## config.mk

```make
export PLATFORM = sky130hd
export DESIGN_NAME = id_ex_stage
export DESIGN_NICKNAME = d
export VERILOG_FILES = /design/src/rtl/cpu_pkg.sv /design/src/rtl/fwd_mux.sv /design/src/rtl/id_ex_stage.sv
export SDC_FILE = /design/constraint.sdc
export NUM_CORES = 1
export LEC_CHECK = 0
export ABC_AREA = 1
export BUFFER_PORTS_ARGS = -buffer_cell sky130_fd_sc_hd__buf_2
export CAP_MARGIN = 20
export CORE_ASPECT_RATIO = 1.75
export CORE_MARGIN = 2
export CORE_UTILIZATION = 49
export CTS_CLUSTER_DIAMETER = 200
export CTS_CLUSTER_SIZE = 40
export DETAILED_ROUTE_END_ITERATION = 16
export PLACE_DENSITY = 0.79
export SYNTH_ARGS = -nofsm -noshare
export SYNTH_HDL_FRONTEND = slang
export SYNTH_SLANG_ARGS = --single-unit
```

## constraint.sdc

```tcl
create_clock -name clk_i -period 1.8 [get_ports clk_i]
set_input_delay 0 -clock clk_i [delete_from_list [all_inputs] [get_ports clk_i]]
set_output_delay 0 -clock clk_i [all_outputs]
set_load 0.02 [all_outputs]
```

## src/rtl/cpu_pkg.sv

```systemverilog
// Shared CPU definitions: ALU operation codes, forwarding select and default widths.
package cpu_pkg;

   localparam int DATA_W_DEF = 32;
   localparam int REG_AW_DEF = 5;
   localparam int CNT_W_DEF  = 16;

   localparam logic [3:0] ALU_AND = 4'b0000;
   localparam logic [3:0] ALU_OR  = 4'b0001;
   localparam logic [3:0] ALU_ADD = 4'b0010;
   localparam logic [3:0] ALU_SUB = 4'b0110;
   localparam logic [3:0] ALU_SLT = 4'b0111;
   localparam logic [3:0] ALU_NOR = 4'b1100;
   localparam logic [3:0] ALU_XOR = 4'b0011;
   localparam logic [3:0] ALU_MUL = 4'b0100;

   typedef enum logic [1:0] {
      FWD_REG   = 2'd0,
      FWD_MEMWB = 2'd1,
      FWD_EXMEM = 2'd2
   } fwd_sel_e;

endpackage

```

## src/rtl/fwd_mux.sv

```systemverilog
// Operand forwarding mux: picks the freshest value of one source register.
module fwd_mux
   import cpu_pkg::*;
#(
   parameter int DATA_W = DATA_W_DEF,
   parameter int REG_AW = REG_AW_DEF
) (
   input  logic [REG_AW-1:0] addr,
   input  logic [DATA_W-1:0] reg_data,
   input  logic              exmem_reg_write,
   input  logic [REG_AW-1:0] exmem_rd,
   input  logic [DATA_W-1:0] exmem_result,
   input  logic              memwb_reg_write,
   input  logic [REG_AW-1:0] memwb_rd,
   input  logic [DATA_W-1:0] memwb_data,
   output logic [DATA_W-1:0] data,
   output fwd_sel_e          sel
);

   // EX/MEM is younger than MEM/WB so it wins; register 0 is hard-wired and never forwarded.
   always_comb begin
      sel  = FWD_REG;
      data = reg_data;
      if (exmem_reg_write && (exmem_rd != '0) && (exmem_rd == addr)) begin
         sel  = FWD_EXMEM;
         data = exmem_result;
      end else if (memwb_reg_write && (memwb_rd != '0) && (memwb_rd == addr)) begin
         sel  = FWD_MEMWB;
         data = memwb_data;
      end
   end

endmodule

```

## src/rtl/id_ex_stage.sv

```systemverilog
// ID/EX pipeline register with operand forwarding, load-use stall and bubble counter.
module id_ex_stage
   import cpu_pkg::*;
#(
   parameter int DATA_W = DATA_W_DEF,
   parameter int REG_AW = REG_AW_DEF,
   parameter int CNT_W  = CNT_W_DEF
) (
   input  logic              clk_i,
   input  logic              rst_i,
   input  logic              id_valid_i,
   input  logic [DATA_W-1:0] id_rs_data_i,
   input  logic [DATA_W-1:0] id_rt_data_i,
   input  logic [DATA_W-1:0] id_imm_i,
   input  logic [REG_AW-1:0] id_rs_addr_i,
   input  logic [REG_AW-1:0] id_rt_addr_i,
   input  logic [REG_AW-1:0] id_rd_addr_i,
   input  logic [3:0]        id_alu_ctrl_i,
   input  logic              id_alu_src_i,
   input  logic              id_reg_write_i,
   input  logic              id_mem_read_i,
   input  logic              id_mem_write_i,
   input  logic              id_mem_to_reg_i,
   input  logic              flush_i,
   input  logic              exmem_reg_write_i,
   input  logic [REG_AW-1:0] exmem_rd_i,
   input  logic [DATA_W-1:0] exmem_result_i,
   input  logic              memwb_reg_write_i,
   input  logic [REG_AW-1:0] memwb_rd_i,
   input  logic [DATA_W-1:0] memwb_data_i,
   output logic [DATA_W-1:0] alu_src1_o,
   output logic [DATA_W-1:0] alu_src2_o,
   output logic [3:0]        alu_ctrl_o,
   output logic [DATA_W-1:0] ex_store_data_o,
   output logic [REG_AW-1:0] ex_rd_o,
   output logic              ex_valid_o,
   output logic              ex_reg_write_o,
   output logic              ex_mem_read_o,
   output logic              ex_mem_write_o,
   output logic              ex_mem_to_reg_o,
   output logic              stall_o,
   output logic [CNT_W-1:0]  bubble_cnt_o
);

   logic [DATA_W-1:0] ex_rs_data;
   logic [DATA_W-1:0] ex_rt_data;
   logic [DATA_W-1:0] ex_imm;
   logic [REG_AW-1:0] ex_rs_addr;
   logic [REG_AW-1:0] ex_rt_addr;
   logic              ex_alu_src;
   logic [DATA_W-1:0] rs_fwd_data;
   logic [DATA_W-1:0] rt_fwd_data;
   fwd_sel_e          unused_rs_sel;
   fwd_sel_e          unused_rt_sel;
   logic              load_use;
   logic              rt_needed;
   logic              bubble;
   logic              count_bubble;

   // rt only matters as a source when it feeds the ALU or supplies store data.
   assign rt_needed = ~id_alu_src_i | id_mem_write_i;

   assign load_use = ex_valid_o & ex_mem_read_o & id_valid_i & (ex_rd_o != '0) &
                     ((ex_rd_o == id_rs_addr_i) | ((ex_rd_o == id_rt_addr_i) & rt_needed));

   // A squashed instruction needs no stall, so flush overrides the hazard.
   assign stall_o      = load_use & ~flush_i;
   assign bubble       = flush_i | stall_o;
   assign count_bubble = stall_o | (flush_i & id_valid_i);

   fwd_mux #(.DATA_W(DATA_W), .REG_AW(REG_AW)) u_fwd_rs (
      .addr            (ex_rs_addr),
      .reg_data        (ex_rs_data),
      .exmem_reg_write (exmem_reg_write_i),
      .exmem_rd        (exmem_rd_i),
      .exmem_result    (exmem_result_i),
      .memwb_reg_write (memwb_reg_write_i),
      .memwb_rd        (memwb_rd_i),
      .memwb_data      (memwb_data_i),
      .data            (rs_fwd_data),
      .sel             (unused_rs_sel)
   );

   fwd_mux #(.DATA_W(DATA_W), .REG_AW(REG_AW)) u_fwd_rt (
      .addr            (ex_rt_addr),
      .reg_data        (ex_rt_data),
      .exmem_reg_write (exmem_reg_write_i),
      .exmem_rd        (exmem_rd_i),
      .exmem_result    (exmem_result_i),
      .memwb_reg_write (memwb_reg_write_i),
      .memwb_rd        (memwb_rd_i),
      .memwb_data      (memwb_data_i),
      .data            (rt_fwd_data),
      .sel             (unused_rt_sel)
   );

   assign alu_src1_o      = rs_fwd_data;
   assign ex_store_data_o = rt_fwd_data;
   assign alu_src2_o      = ex_alu_src ? ex_imm : rt_fwd_data;

   // Pipeline register: load ID, or an all-zero bubble on flush/stall; invalid ID loads zeroed control.
   always_ff @(posedge clk_i or negedge rst_i) begin
      if (!rst_i) begin
         ex_valid_o      <= 1'b0;
         ex_rs_data      <= '0;
         ex_rt_data      <= '0;
         ex_imm          <= '0;
         ex_rs_addr      <= '0;
         ex_rt_addr      <= '0;
         ex_rd_o         <= '0;
         alu_ctrl_o      <= 4'b0000;
         ex_alu_src      <= 1'b0;
         ex_reg_write_o  <= 1'b0;
         ex_mem_read_o   <= 1'b0;
         ex_mem_write_o  <= 1'b0;
         ex_mem_to_reg_o <= 1'b0;
      end else if (bubble) begin
         ex_valid_o      <= 1'b0;
         ex_rs_data      <= '0;
         ex_rt_data      <= '0;
         ex_imm          <= '0;
         ex_rs_addr      <= '0;
         ex_rt_addr      <= '0;
         ex_rd_o         <= '0;
         alu_ctrl_o      <= 4'b0000;
         ex_alu_src      <= 1'b0;
         ex_reg_write_o  <= 1'b0;
         ex_mem_read_o   <= 1'b0;
         ex_mem_write_o  <= 1'b0;
         ex_mem_to_reg_o <= 1'b0;
      end else begin
         ex_valid_o      <= id_valid_i;
         ex_rs_data      <= id_rs_data_i;
         ex_rt_data      <= id_rt_data_i;
         ex_imm          <= id_imm_i;
         ex_rs_addr      <= id_rs_addr_i;
         ex_rt_addr      <= id_rt_addr_i;
         ex_rd_o         <= id_rd_addr_i;
         alu_ctrl_o      <= id_valid_i ? id_alu_ctrl_i : 4'b0000;
         ex_alu_src      <= id_valid_i & id_alu_src_i;
         ex_reg_write_o  <= id_valid_i & id_reg_write_i;
         ex_mem_read_o   <= id_valid_i & id_mem_read_i;
         ex_mem_write_o  <= id_valid_i & id_mem_write_i;
         ex_mem_to_reg_o <= id_valid_i & id_mem_to_reg_i;
      end
   end

   // Bubble counter saturates at all-ones so long runs never wrap back to small values.
   always_ff @(posedge clk_i or negedge rst_i) begin
      if (!rst_i) begin
         bubble_cnt_o <= '0;
      end else if (count_bubble && (bubble_cnt_o != '1)) begin
         bubble_cnt_o <= bubble_cnt_o + {{(CNT_W-1){1'b0}}, 1'b1};
      end
   end

endmodule

```

# After elaboration in Yosys (flattened, before gate mapping)
# Cells that the tools add are included.
# Widths: inputs -> output; s select.
[totals]
regBits = 137
in_bits = 200
out_inout_bits = 127
word_cells = 69
[op_classes]
addsub = 1
n_eq_ne = 7
muxes = 19
n_bitwise = 18
n_reduce_logical = 10
[ops]
columns = ["op", "count"]
rows = [
  ["$mux 32", 8],
  ["$eq 5x5->1", 6],
  ["$add 16x1->16 const B", 1],
  ["$ne 16x16->1 const B", 1],
  ["$mux 5", 3],
  ["$reduce_bool 5->1", 3],
  ["$and 1x1->1", 12],
  ["$mux 4", 2],
  ["$logic_and 1x1->1", 7],
  ["$mux 1", 6],
  ["$or 1x1->1", 4],
  ["$not 1->1", 2],
]

# Depth between registers and ports, before layout
# Gate-level depths: netlist of the first run.
[depth]
word_depth = 8
ltp_mapped = 12

# Hierarchy
# Synthesis of the first run repeated with hierarchy kept, for this count alone.
[hier_totals]
cells_unflattened = 1184
hier_area_um2 = 8277.9
[by_module_without_submodules]
columns = ["module", "instances", "cells_per_inst", "area_per_inst_um2", "seq_area_each_um2"]
rows = [
  ["id_ex_stage", 1, 598, 5612.9, 3428.3],
  ["fwd_mux", 2, 293, 1332.5, 0.0],
]

# Least setup slack after synthesis of the first run
# No wires, ideal clock.
[synth_path]
kind = "reg2reg"
start = "register bubble_cnt_o[0]"
end = "register bubble_cnt_o[13]"
t_arrival_ns = 1.543
required_time_ns = 1.683
slack_ns = 0.139
stages_incl_launch_ff = 8
path_buffers = 0
path_cell_list = "dfrtp_1 ha_1 nand3_2 nor3_4 nand4_4 and3_1 nand3_1 nand2_1"
[synth_via]
elab_chain_len = 2
word_cells_on_any_way = 3
[synth_rtl]
columns = ["item", "line", "source"]
rows = [
  ["start: declaration", "id_ex_stage.sv:42", "output logic [CNT_W-1:0] bubble_cnt_o"],
  ["start signal: assignment", "id_ex_stage.sv:153", "bubble_cnt_o <= bubble_cnt_o + {{(CNT_W-1){1'b0}}, 1'b1};"],
  ["parallel branches: the longest is 2 deep, another holds $add 16x1->16", "--", ""],
]
# Parallel ways; which one is timed is not known.
# A chain may end at the register's enable or synchronous reset.

# Worst setup path after layout of the first run
[layout_path]
start = "register ex_rt_addr[0]"
end = "output alu_src2_o[10]"
[layout_via]
elab_chain_len = 5
word_cells_on_any_way = 7
[layout_rtl]
columns = ["item", "line", "source"]
rows = [
  ["start: declaration", "id_ex_stage.sv:49", "logic [REG_AW-1:0] ex_rt_addr;"],
  ["start signal: assignment", "id_ex_stage.sv:137", "ex_rt_addr <= id_rt_addr_i;"],
  ["$eq 5x5->1", "fwd_mux.sv:27", "end else if (memwb_reg_write && (memwb_rd != '0) && (memwb_rd == addr)) begin"],
  ["$logic_and 1x1->1", "fwd_mux.sv:27", ""],
  ["$mux 32", "fwd_mux.sv:27", ""],
  ["$mux 32 *", "fwd_mux.sv:24", "if (exmem_reg_write && (exmem_rd != '0) && (exmem_rd == addr)) begin"],
  ["$mux 32 *", "id_ex_stage.sv:99", "assign alu_src2_o = ex_alu_src ? ex_imm : rt_fwd_data;"],
  ["end: declaration", "id_ex_stage.sv:32", "output logic [DATA_W-1:0] alu_src2_o,"],
]
# Mark *: on every way between the ends. The rest lies on a longest branch, timed or not.

==> results of run 1 <==
## synthesized netlist by cell type, types with 2 or more instances
| master | count | area [sq um] |
|---|---|---|
| buf_4 | 13 | 97.6 |
| nand3_2 | 2 | 20.0 |
| nor3_4 | 2 | 32.5 |
| dfrtp_1 | 137 | 3430 |
| o21ai_1 | 32 | 160 |
| nand2_2 | 3 | 18.8 |
| nand4_1 | 2 | 12.5 |
| and2_1 | 32 | 200 |
| clkbuf_1 | 11 | 41.3 |
| nor3_2 | 4 | 40.0 |
| buf_2 | 29 | 145 |
| buf_1 | 3 | 11.3 |
| nand2_1 | 226 | 848 |
| xor2_1 | 15 | 131 |
| nand3_1 | 220 | 1100 |
| nor3_1 | 2 | 10.0 |
| inv_1 | 233 | 875 |
| xnor2_1 | 13 | 114 |
| nor2_1 | 142 | 533 |
## how the worst max path moves through the flow
stage | endpoint | from | slack [ns] | cells past startpoint
6_report | alu_src2_o[10] | ex_rt_addr[0]$_DFF_PN0_ | -0.51 | 10
5_1_grt | alu_src2_o[20] | ex_rt_addr[0]$_DFF_PN0_ | -0.72 | 9
4_1_cts | alu_src1_o[12] | ex_rs_addr[0]$_DFF_PN0_ | -0.30 | 11
3_5_place_dp | alu_src2_o[0] | ex_rt_addr[0]$_DFF_PN0_ | 0.07 | 9
3_3_place_gp | alu_src2_o[0] | ex_rt_addr[0]$_DFF_PN0_ | 0.09 | 9
2_1_floorplan | bubble_cnt_o[13]$_DFFE_PN0P_ | bubble_cnt_o[0]$_DFFE_PN0P_ | 0.14 | 7
## repair_timing
action / CTS / global route
endpoints found under the hold margin: 258 / 0
resized for setup: 154 / 114
setup buffers: 5 / 9
endpoints found under the setup margin: 96 / 115
gates cloned: 5 / 3
hold buffers: 131 / 0
pin swaps: 7 / 15
## critical path, delay by kind of cell, from the launching register on
kind | cells | cell delay [ns]
simple gates | 6 | 0.83
buf+inv | 3 | 0.45
flops | 1 | 0.44
xor+xnor | 1 | 0.20
## cells in the final DEF, fill, tap and decap left out, drive strengths merged, types with 3 or more instances in the layout
cell type / count
inv: 237
dfrtp: 137
nand3: 222
nand2: 229
diode: 5
nor3: 8
o21ai: 32
bufinv: 5
xor2: 15
nand4: 3
dlygate4sd3: 131
and2: 32
clkinvlp: 3
clkbuf: 20
xnor2: 13
buf: 376
nor2: 144
## registers in the layout, indices dropped and copies added (netlist names), 4 cells and up
name,flops
ex_rs_addr,5
bubble_cnt_o,16
alu_ctrl_o,4
ex_imm,32
ex_rt_data,32
ex_rd_o,5
ex_rs_data,32
ex_rt_addr,5
## per-stage QoR
step	area (sq um)	instances
6_report	13100	1808
5_1_grt	13100	1806
4_1_cts	12600	1793
3_5_place_dp	9920	1621
3_3_place_gp	9920	1621
2_1_floorplan	7900	1130
## metal layers
metal	part of all wire	wire [microns]	track usage	vias up
li1	-	-	-	4361
met2	0.50	18600	0.679	938
met3	0.11	4100	0.0897	336
met5	0	0	0	-
met1	0.30	11100	0.403	4684
met4	0.099	3700	0.306	0
## kinds of logic after synthesis
group,share of synthesized area
compound gates,0.0212
buf+inv,0.149
xor+xnor,0.0310
fa+ha+maj,0.00158
simple gates,0.364
flops,0.434
## power breakdown
part | switching (uW) | leakage, uW | internal [uW] | total [uW]
Clock | 1450 | 0.000310 | 2510 | 3960
Sequential | 133 | 0.00178 | 3250 | 3390
Combinational | 1450 | 0.00542 | 1090 | 2550
## area by class of cell
cell class,instances,area share
Clock inverter,13,0.0165
Tap cell,189,0.0180
Multi-Input combinational cell,703,0.294
Sequential cell,137,0.261
Inverter,234,0.0669
Timing Repair Buffer,509,0.309
Clock buffer,18,0.0334
Antenna cell,5,0.000953
==> flow_metrics.tcl, run 1 <==
set metrics [dict create \
    status "complete, but fails checks" \
    violations "negative setup slack" \
    clockRootBuffer "clkbuf_16" \
    hold_viol 0 \
    grt_usage 0.392 \
    tns_ns -34.24 \
    hold_ws_ns 0.107 \
    crit_required_ns 1.80 \
    fp.dieH_microns 172 \
    synth_edf_count 0 \
    num_vias 10300 \
    finalCriticalPeriod_ns 2.31 \
    vias_per_cell 5.71 \
    cap_violations 0 \
    fin_nets 1803 \
    htreeDepth 4 \
    finalSetupViolCount 98 \
    synthArstFlopShare 1.00 \
    seq_area_frac_synth 0.434 \
    r2r_cells 12 \
    postLayoutSetupSlackWorst_ns -0.515 \
    worstMarginPinSlew_ns 0.546 \
    drive_above_1_share 0.333 \
    reg2reg_to "bubble_cnt_o[12]$_DFFE_PN0P_" \
    p_leak_uw 0.00751 \
    ir_worst_vdd_v 0.000657 \
    multi_input_area_sq_um 3860 \
    grt_pass1_vias 10400 \
    synthesis.nets 1331 \
    syn_to_final_growth_pct 66.2 \
    yosys_warnings 0 \
    core_sq_um 15900 \
    dp_slack_ns 0.0694 \
    avgSynthCellArea_sq_um 6.99 \
    power.density_nw_per_um2 753 \
    clkTransAtPathRegs_ns 0.06 \
    finalPower_uw 9890 \
    worstSkewPairLatency_ns 0.42 \
    crit_type "register to output pin" \
    fillers 852 \
    worstSetupEndpointType "output pin" \
    clock_path_buffers 2 \
    crit_arrival_ns 2.31 \
    rsz0062_at_grt "yes" \
    fmaxAchievable_mhz 432 \
    tritoncts "done" \
    mappedNetlistArea_sq_um 7900 \
    grt-ovfl-total 0 \
    min_path_type "input port to asynchronous set/reset pin" \
    ff_latch_area_sq_um 3430 \
    r2r_start "ex_rd_o[1]$_DFF_PN0_" \
    num_rows 61 \
    grt_pass1_wl_microns 51600 \
    fin_crit_sh 1.29 \
    clock-sinks 137 \
    grt_start_max_net_pins 63 \
    final_util 0.827 \
    cts_buffers 17 \
    cp_slowest_cell "dfrtp_1" \
    dr.pass1.iters 8 \
    drt_wl_total_microns 37500 \
    avgRoutedWirePerCell_microns 20.7 \
    die_area_sq_um 17200 \
    antenna_found_initial 3 \
    drc 0 \
    synth.distinct_cells 28 \
    start_kind "register" \
    maxSlewHeadroom 0.636 \
    critPathMaxFanout 8 \
    drt_iter0_drc 919 \
    max_stage_delay_ns 0.44 \
    reg2reg_slack_ns -0.02 \
    start_util 0.498 \
    crit_chain "xnor2_2 -> nand3_2 -> nor2_4 -> buf_6 -> clkbuf_16 -> nand3_1 -> nand3_2 -> nand3_1 -> nand2_1 -> buf_6" \
    gp_congestion 0.892 \
    io_pins 327 \
    die_w_microns 100 \
    io_buffers 326 \
    maxSlewViolCount 0 \
    synth-seq-cells 137 \
    dp.final_hpwl_microns 19400 \
    syn_inst 1130 \
    ant_nets 0 \
    clock-skew-final_ns 0.0150 \
    synth-main-ff-cell "dfrtp_1" \
]
Note: power is estimated with default switching activity, not from simulation.
==> run 2: changes to the inputs <==
--- a/config.mk
+++ b/config.mk
@@ -8,11 +8,10 @@
 export ABC_AREA = 1
 export BUFFER_PORTS_ARGS = -buffer_cell sky130_fd_sc_hd__buf_2
 export CAP_MARGIN = 20
-export CORE_ASPECT_RATIO = 1.75
+export CORE_ASPECT_RATIO = 0.5
 export CORE_MARGIN = 2
 export CORE_UTILIZATION = 49
 export CTS_CLUSTER_DIAMETER = 200
-export CTS_CLUSTER_SIZE = 40
 export DETAILED_ROUTE_END_ITERATION = 16
 export PLACE_DENSITY = 0.79
 export SYNTH_ARGS = -nofsm -noshare
==> flow_metrics.tcl, run 2 (synthesis results as in run 1) <==
set metrics [dict create \
    switching_share 0.301 \
    cts_buffers 17 \
    grt_pass1_vias 9455 \
    fmaxAchievable_mhz 464 \
    dp.final_hpwl_microns 18800 \
    reg2reg_slack_ns -0.02 \
    largestRegisters "ex_imm (32), ex_rs_data (32), ex_rt_data (32)" \
    power.density_nw_per_um2 731 \
    fp.dieH_microns 93.8 \
    crit_chain "xnor2_1 -> nand2_1 -> nor3_4 -> nand2_4 -> buf_16 -> nand2_4 -> nand3_2 -> o21ai_1 -> buf_4" \
    cap_violations 0 \
    rsz0062_at_grt "yes" \
    crit_path_frequent_cell "nand2_4" \
    reg2reg_to "ex_valid_o$_DFF_PN0_" \
    postLayoutSetupSlackWorst_ns -0.356 \
    cp.depth 9 \
    io_pins 327 \
    die_area_sq_um 17200 \
    cp-endpoint "alu_src1_o[21]" \
    p_leak_uw 0.00730 \
    finalCriticalPeriod_ns 2.16 \
    clock_path_buffers 2 \
    io_buffers 326 \
    drt_wl_total_microns 31100 \
    worstMarginPinSlew_ns 0.555 \
    drc 0 \
    worstSetupEndpointType "output pin" \
    p_int_uw 6540 \
    num_rows 32 \
    p_comb_frac 0.247 \
    layout.cells.non_filler 1801 \
    worstSkewPairLatency_ns 0.43 \
    maxSlewViolCount 0 \
    ant_nets 0 \
    path_buf_inv 2 \
    pwr-share-clk 0.394 \
    fin_nets 1785 \
    start_kind "register" \
    clock-skew-final_ns 0.00846 \
    r2r_cells 10 \
    clockRootBuffer "clkbuf_16" \
    dr.pass1.iters 5 \
    clkTransAtPathRegs_ns 0.06 \
    avgRoutedWirePerCell_microns 17.3 \
    violations "negative setup slack" \
    crit_arrival_ns 2.16 \
    gp_congestion 0.890 \
    die_w_microns 184 \
    status "complete, but fails checks" \
    grt-ovfl-total 0 \
    hold_viol 0 \
    min_path_type "input port to asynchronous set/reset pin" \
    grt_pass1_wl_microns 45500 \
    p_seq_frac 0.360 \
    crit_type "register to output pin" \
    dp_slack_ns 0.109 \
    tritoncts "done" \
    dp.cells 1630 \
    grt_usage 0.343 \
    critical-path-top-delay-family "simple AND/OR/NAND/NOR gates" \
    mostFrequentLayoutCells "buf_2, inv_1, nand2_1, nand3_1, nor2_1" \
    crit_required_ns 1.80 \
    start_util 0.507 \
    htreeDepth 4 \
    syn_to_final_growth_pct 62.0 \
    drt_iter0_drc 852 \
    finalSetupViolCount 97 \
    max_stage_delay_ns 0.40 \
    ir_worst_vdd_v 0.000738 \
    grt_start_max_net_pins 59 \
    critPathMaxFanout 8 \
    cp_slowest_cell "dfrtp_1" \
    r2r_start "ex_rd_o[1]$_DFF_PN0_" \
    p_switching_uw 2820 \
    clock-sinks 137 \
    fin_crit_sh 1.20 \
    core_sq_um 15600 \
    worstSetupStartpoint "ex_rs_addr[0]$_DFF_PN0_" \
    antenna_found_initial 1 \
    drive_above_1_share 0.339 \
    num_vias 9480 \
    vias_per_cell 5.26 \
    final_common_cell "buf_2" \
    maxSlewHeadroom 0.630 \
]
run 2: cell count changes in the layout (fill, tap and decap cells not counted), sizes merged:
cell / delta
buf: -19
clkbuf: +1
clkinv: +4
dlygate4sd3: +1
diode: -4
clkinvlp: -1
inv: -3
bufinv: -1
run 2: power by group through the flow:
stage / Sequential (uW) / Combinational (uW) / Clock (uW)
after detailed placement: 3410 / 1770 / 0
final: 3370 / 2310 / 3690
after global routing: 3390 / 2470 / 3880
after global placement: 3410 / 1760 / 0
after floorplan: 3460 / 933 / 0
after CTS: 3360 / 2100 / 3700
run 2: how the worst min path moves through the flow:
stage	start	end	slack [ns]	cells past startpoint
after global placement	rst_i	ex_mem_read_o$_DFF_PN0_	0.01	1
after CTS	rst_i	bubble_cnt_o[2]$_DFFE_PN0P_	0.14	2
after detailed placement	rst_i	alu_ctrl_o[3]$_DFF_PN0_	0.02	1
after global routing	rst_i	bubble_cnt_o[12]$_DFFE_PN0P_	0.17	2
final	rst_i	bubble_cnt_o[12]$_DFFE_PN0P_	0.12	2
after floorplan	rst_i	alu_ctrl_o[0]$_DFF_PN0_	-0.30	0
run 2: through the flow:
step / util / hold slack (ns) / TNS (ns) / instance area, sq um / power [uW]
after floorplan: - / -0.296 / 0 / 7900 / 4390
after global placement: 0.633 / 0.0124 / 0 / 9860 / 5170
after detailed placement: 0.633 / 0.0153 / 0 / 9860 / 5190
after CTS: 0.782 / 0.138 / -22.39 / 12200 / 9160
after global routing: 0.822 / 0.168 / -34.80 / 12800 / 9740
final: 0.822 / 0.120 / -25.21 / 12800 / 9370
run 2: what timing repair did:
item                                    in CTS  in global routing
buffers inserted                             1                  1
endpoints found under the setup margin      96                196
pin swaps                                    2                  7
cloned                                       2                  3
hold endpoints to repair                   177                  0
hold buffers                               132                  0
gates resized for setup                     97                145
run 2: cell type report:
type                    instances  area, sq um
inverters                     234          878
clock buffers                  19          433
clock inverters                12          176
fillers                       952         2770
multi-input cells             703         3950
diodes                          1         2.50
repair buffers                491         3680
well taps                     204          255
flip-flops and latches        137         3430
run 2: per-layer routing:
metal | track usage | wire (microns)
met1 | 0.406 | 11400
met2 | 0.592 | 15200
met3 | 0.0671 | 2710
met4 | 0.195 | 1750
met5 | 0 | 0
